==> src/rtl/rs_array.sv <==
// rs_array: multi-entry Tomasulo reservation station with CDB snooping and one dispatch per cycle.
// Define RS_AGE_ORDER_EN to dispatch the oldest ready entry instead of the lowest-index one.
module rs_array #(
  parameter int DEPTH    = 4,
  parameter int DATA_W   = 32,
  parameter int TAG_W    = 4,
  parameter int OP_W     = 3,
  parameter int TAG_BASE = 1
) (
  input  logic                       clk,
  input  logic                       rst,
  input  logic                       issue_valid,
  output logic                       issue_ready,
  input  logic [OP_W-1:0]            issue_op,
  input  logic [DATA_W-1:0]          issue_vj,
  input  logic [TAG_W-1:0]           issue_qj,
  input  logic [DATA_W-1:0]          issue_vk,
  input  logic [TAG_W-1:0]           issue_qk,
  output logic [TAG_W-1:0]           issue_tag,
  input  logic                       cdb_valid,
  input  logic [TAG_W-1:0]           cdb_tag,
  input  logic [DATA_W-1:0]          cdb_data,
  output logic                       disp_valid,
  input  logic                       disp_ready,
  output logic [OP_W-1:0]            disp_op,
  output logic [DATA_W-1:0]          disp_vj,
  output logic [DATA_W-1:0]          disp_vk,
  output logic [TAG_W-1:0]           disp_tag,
  output logic [$clog2(DEPTH+1)-1:0] occupancy,
  output logic                       full,
  output logic                       empty
);
  localparam int IDX_W = $clog2(DEPTH);
  localparam int OCC_W = $clog2(DEPTH + 1);

  typedef struct packed {
    logic              valid;
    logic [OP_W-1:0]   op;
    logic [DATA_W-1:0] vj;
    logic [DATA_W-1:0] vk;
    logic [TAG_W-1:0]  qj;
    logic [TAG_W-1:0]  qk;
  } entry_t;

  entry_t           ent_q [DEPTH];
  entry_t           ent_d [DEPTH];
  logic [DEPTH-1:0] ready;
  logic [IDX_W-1:0] free_idx;
  logic [IDX_W-1:0] sel_idx;
  logic [OCC_W-1:0] occ;
  logic             issue_fire;
  logic             disp_fire;
  logic             bypass_j;
  logic             bypass_k;

  always_comb begin
    free_idx = '0;
    occ      = '0;
    ready    = '0;
    for (int i = DEPTH - 1; i >= 0; i--) begin
      if (!ent_q[i].valid) free_idx = IDX_W'(i);
      occ      = occ + OCC_W'(ent_q[i].valid);
      ready[i] = ent_q[i].valid && (ent_q[i].qj == '0) && (ent_q[i].qk == '0);
    end
  end

  assign occupancy   = occ;
  assign full        = (occ == OCC_W'(DEPTH));
  assign empty       = (occ == '0);
  assign issue_ready = !full;
  assign issue_tag   = full ? '0 : (TAG_W'(TAG_BASE) + TAG_W'(free_idx));
  assign issue_fire  = issue_valid && issue_ready;
  assign disp_valid  = |ready;
  assign disp_fire   = disp_valid && disp_ready;

`ifdef RS_AGE_ORDER_EN
  logic [IDX_W-1:0] age_q [DEPTH];
  logic [IDX_W-1:0] age_d [DEPTH];
  logic [IDX_W-1:0] best_age;
  logic             sel_found;

  // Oldest ready entry wins; strict compare keeps ties on the lowest index.
  always_comb begin
    sel_idx   = '0;
    best_age  = '0;
    sel_found = 1'b0;
    for (int i = 0; i < DEPTH; i++) begin
      if (ready[i] && (!sel_found || age_q[i] > best_age)) begin
        sel_idx   = IDX_W'(i);
        best_age  = age_q[i];
        sel_found = 1'b1;
      end
    end
  end

  always_comb begin
    for (int i = 0; i < DEPTH; i++) begin
      age_d[i] = age_q[i];
      if (issue_fire) begin
        if (free_idx == IDX_W'(i)) begin
          age_d[i] = '0;
        end else if (ent_q[i].valid && (age_q[i] != '1)) begin
          age_d[i] = age_q[i] + 1'b1;
        end
      end
    end
  end

  always_ff @(posedge clk or posedge rst) begin
    if (rst) begin
      for (int i = 0; i < DEPTH; i++) age_q[i] <= '0;
    end else begin
      for (int i = 0; i < DEPTH; i++) age_q[i] <= age_d[i];
    end
  end
`else
  always_comb begin
    sel_idx = '0;
    for (int i = DEPTH - 1; i >= 0; i--) begin
      if (ready[i]) sel_idx = IDX_W'(i);
    end
  end
`endif

  assign disp_op  = disp_valid ? ent_q[sel_idx].op : '0;
  assign disp_vj  = disp_valid ? ent_q[sel_idx].vj : '0;
  assign disp_vk  = disp_valid ? ent_q[sel_idx].vk : '0;
  assign disp_tag = disp_valid ? (TAG_W'(TAG_BASE) + TAG_W'(sel_idx)) : '0;

  // A broadcast on the issuing cycle is forwarded so the new entry never misses its producer.
  assign bypass_j = cdb_valid && (issue_qj != '0) && (issue_qj == cdb_tag);
  assign bypass_k = cdb_valid && (issue_qk != '0) && (issue_qk == cdb_tag);

  always_comb begin
    for (int i = 0; i < DEPTH; i++) begin
      ent_d[i] = ent_q[i];
      if (ent_q[i].valid && cdb_valid && (ent_q[i].qj != '0) && (ent_q[i].qj == cdb_tag)) begin
        ent_d[i].vj = cdb_data;
        ent_d[i].qj = '0;
      end
      if (ent_q[i].valid && cdb_valid && (ent_q[i].qk != '0) && (ent_q[i].qk == cdb_tag)) begin
        ent_d[i].vk = cdb_data;
        ent_d[i].qk = '0;
      end
      if (disp_fire && (sel_idx == IDX_W'(i))) ent_d[i].valid = 1'b0;
      if (issue_fire && (free_idx == IDX_W'(i))) begin
        ent_d[i].valid = 1'b1;
        ent_d[i].op    = issue_op;
        ent_d[i].vj    = bypass_j ? cdb_data : issue_vj;
        ent_d[i].qj    = bypass_j ? '0 : issue_qj;
        ent_d[i].vk    = bypass_k ? cdb_data : issue_vk;
        ent_d[i].qk    = bypass_k ? '0 : issue_qk;
      end
    end
  end

  always_ff @(posedge clk or posedge rst) begin
    if (rst) begin
      for (int i = 0; i < DEPTH; i++) ent_q[i] <= '0;
    end else begin
      for (int i = 0; i < DEPTH; i++) ent_q[i] <= ent_d[i];
    end
  end

endmodule

==> config.mk <==
export PLATFORM = sky130hd
export DESIGN_NAME = rs_array
export DESIGN_NICKNAME = d
export VERILOG_FILES = /design/src/rtl/rs_array.sv
export SDC_FILE = /design/constraint.sdc
export NUM_CORES = 1
export LEC_CHECK = 0
export ABC_AREA = 1
export CAP_MARGIN = 20
export CELL_PAD_IN_SITES_DETAIL_PLACEMENT = 1
export CELL_PAD_IN_SITES_GLOBAL_PLACEMENT = 1
export CORE_MARGIN = 3
export CORE_UTILIZATION = 40
export CTS_BUF_LIST = sky130_fd_sc_hd__clkbuf_16
export CTS_CLUSTER_DIAMETER = 30
export CTS_CLUSTER_SIZE = 28
export DETAILED_ROUTE_END_ITERATION = 6
export GPL_TIMING_DRIVEN = 0
export PLACE_DENSITY = 0.85
export SLEW_MARGIN = 20
export SYNTH_ARGS = -nofsm -noshare
export SYNTH_HDL_FRONTEND = slang
export SYNTH_SLANG_ARGS = --single-unit
==> constraint.sdc <==
create_clock -name clk -period 30 [get_ports clk]
set_clock_uncertainty 0.05 [all_clocks]
set_input_delay 6 -clock clk [delete_from_list [all_inputs] [get_ports clk]]
set_output_delay 6 -clock clk [all_outputs]
set_load 0.005 [all_outputs]
==> results.json <==
{
  "status": "finished clean",
  "finalMaxSlewViolations": 0,
  "rows": 81,
  "reg2reg_depth": 13,
  "cp_top_family": "simple AND/OR/NAND/NOR gates",
  "path_class": "reg2out",
  "yosysTopAreaCellShare_pct": 38.0,
  "total_power_w": 0.00334,
  "finalSetupTns_ns": 0,
  "area_delta_synth_final_pct": 29.7,
  "cts_tree": "yes",
  "cts_sinks": 304,
  "maxCapViolCount": 0,
  "largest-register": "ent_q",
  "multi_input_area_um2": 9860,
  "slowest_stage": "clkdlybuf4s50_1",
  "placed_cells": 3652,
  "timing.rr.end": "ent_q[9]",
  "setup_viol": 0,
  "switching_share_pct": 45.8,
  "synth.area.top_cells": "dfrtp_1 (38%), nand3_1 (21%), inv_1 (6.7%)",
  "rsz0062_at_grt": "no",
  "gp_congestion": 0.996,
  "post_dp_cell_area_um2": 22800,
  "internal_power_w": 0.00181,
  "finalCriticalPeriod_ns": 10.14,
  "netlist_area_um2": 20000,
  "seqPwrFrac_pct": 22.1,
  "grt_antenna_before_repair": 2,
  "synth_seq_cells": 304,
  "clockPowerShare_pct": 29.3,
  "postRouteAntennaNets": 0,
  "grt_max_degree": 94,
  "drive_above_1_share_pct": 10.4,
  "totalWireLength_um": 112000,
  "cts_inserted_buffers": 94,
  "endpoint": "disp_vj[26]",
  "relSlewSlack_pct": 26.4,
  "synth_largest_area_cell": "dfrtp_1",
  "powerDensity_nw_per_um2": 129,
  "critPathLaunchType": "register",
  "critPathLaunch": "ent_q[152]",
  "cpPeakStageDelay_ns": 0.61,
  "vias": 25200,
  "ctsHoldBuffers": 0,
  "switching_power_w": 0.00153,
  "cp_max_fo": 10,
  "yosysSeqAreaShare_pct": 38.0,
  "yosysWarnings": 0,
  "cts_root_buf": "clkbuf_16",
  "die_y_um": 230,
  "viasPerCell": 6.59,
  "place.detailed.hpwl_um": 75400,
  "coreArea_um2": 49200,
  "fmax_ghz": 0.0986,
  "r2r_slack_ns": 25.70,
  "overflow": 0,
  "syn_inst": 2792,
  "fillers": 6185,
  "h-tree-depth": 3,
  "final_nets": 3209,
  "final_cells": 3829,
  "grt_pass1_vias": 26400,
  "crit_chain": "nor2_1, nand4_1, nor2_1, nand2_1, buf_1, nand3_1, nand3_1, a21oi_1, clkdlybuf4s50_1",
  "arrival_ns": 4.09,
  "ctsLongestPathBuffers": 3,
  "drt_iter0_drc": 3537,
  "regArea_um2": 7610,
  "synth.avg_cell_area_um2": 7.16,
  "comb_power_share_pct": 48.5,
  "final_area_um2": 25900,
  "ys_types": 32,
  "tightest_slew_ns": 1.10,
  "largestRegisters": "ent_q: 304 flops",
  "hold_viol": 0,
  "whs_ns": 0.427,
  "path_clk_slew_ns": 0.04,
  "largest_reg_flops": 304,
  "worst-path-buf-inv": 2,
  "worstSkewPairLatency_ns": 0.64,
  "post_cts_buffers": 0,
  "cp.required_ns": 23.95,
  "drc": 0,
  "grt_pass1_wl_um": 164000,
  "end_kind": "output port",
  "worst-path-stages": 9,
  "hp-start": "ent_q[73]",
  "dr.pass1.iters": 6,
  "peakVddDrop_mv": 0.0753,
  "io_pins": 198,
  "min_path_type": "reg2reg",
  "wl_per_cell_um": 29.2,
  "cellLeakagePower_nw": 12.3,
  "start_util_pct": 40.7,
  "rr_startpoint": "ent_q[75]",
  "die-area_um2": 52700,
  "die_w_um": 230,
  "period_share_pct": 33.8,
  "cts_resized": 0,
  "grt_usage_pct": 41.2,
  "io_buffers": 192
}
tightest hold or removal path: stages, from the launching register on:
cell and delay [ns]:
dfrtp_1 0.34, nand2_1 0.06, nand2_1 0.05
metal layers:
metal  vias up  wire length [µm]  track usage, %  share of wire, %
li1      10200                 -               -                 -
met1     12400             40500            50.7                36
met4         0              8160            26.8               7.3
met2      2082             48700            63.0                44
met3       602             14400            12.1                13
met5         -                 0               0                 0
placed cells by master, fill, tap and decap left out, types with 17 or more instances in the layout:
cell type and count:
nand2_2 17, clkdlybuf4s50_1 192, clkbuf_16 95, clkinv_1 20, o211ai_1 128, clkbuf_1 99, nand2_1 332, o22ai_1 44
nand4_1 141, clkinv_2 24, inv_1 369, a21oi_1 70, nor2_1 133, nand3b_1 96, buf_4 24, nand3_1 853
buf_2 103, dfrtp_1 304
kinds of logic after synthesis:
group | count (synthesis) | share of synthesized area, %
AOI/OAI and AO/OA | 272 | 8.95
xor gates and xnor gates | 6 | 0.263
adders and majority gates | 9 | 0.601
buffers and inverters | 607 | 12.7
DFF | 304 | 38.0
other | 1 | 0.0187
and+or+nand+nor | 1593 | 39.4
how the worst min path moves through the flow:
stage / end / slack [ns] / depth (start not counted)
after floorplan: ent_q[72] / 0.39 / 2
after global placement: ent_q[74] / 0.41 / 2
after detailed placement: ent_q[73] / 0.41 / 2
after CTS: ent_q[73] / 0.42 / 2
after global routing: ent_q[73] / 0.46 / 2
final: ent_q[73] / 0.43 / 2
cell type report:
| class | instances | area share, % |
|---|---|---|
| Multi-Input combinational cell | 1882 | 38.0 |
| Inverter | 365 | 5.31 |
| Antenna cell | 3 | 0.0289 |
| Buffer | 242 | 4.52 |
| Clock inverter | 79 | 2.71 |
| Tap cell | 664 | 3.20 |
| Timing Repair Buffer | 195 | 7.73 |
| Clock buffer | 95 | 9.17 |
| Sequential cell | 304 | 29.3 |
synthesized netlist by cell type:
master / n
a21oi_1: 70
a21oi_2: 10
buf_1: 10
buf_2: 103
buf_4: 24
buf_6: 6
clkbuf_1: 99
conb_1: 1
dfrtp_1: 304
fa_1: 1
ha_1: 8
inv_1: 357
inv_2: 8
nand2_1: 332
nand2_2: 17
nand3_1: 853
nand3_2: 2
nand3_4: 1
nand3b_1: 96
nand4_1: 141
nor2_1: 133
nor2_2: 8
nor2_4: 4
nor3_1: 6
o211ai_1: 128
o21ai_0: 16
o21ai_1: 2
o21ai_2: 1
o21ai_4: 1
o22ai_1: 44
xnor2_1: 1
xor2_1: 5
power groups by stage:
stage                     Combinational (W)  Sequential, W  Clock, W
after global placement              0.00146       0.000719         0
after floorplan                    0.000904       0.000695         0
after global routing                0.00171       0.000753   0.00100
final                               0.00162       0.000738  0.000979
after CTS                           0.00155       0.000730  0.000971
after detailed placement            0.00152       0.000731         0
stage by stage:
step / setup WS [ns] / util, %
2_1_floorplan: 15.55 / -
3_3_place_gp: 10.77 / 46.3
3_5_place_dp: 20.79 / 46.5
4_1_cts: 20.09 / 52.7
5_1_grt: 19.85 / 52.7
6_report: 19.86 / 52.8
No activity file was read; power rests on OpenSTA's default activity.
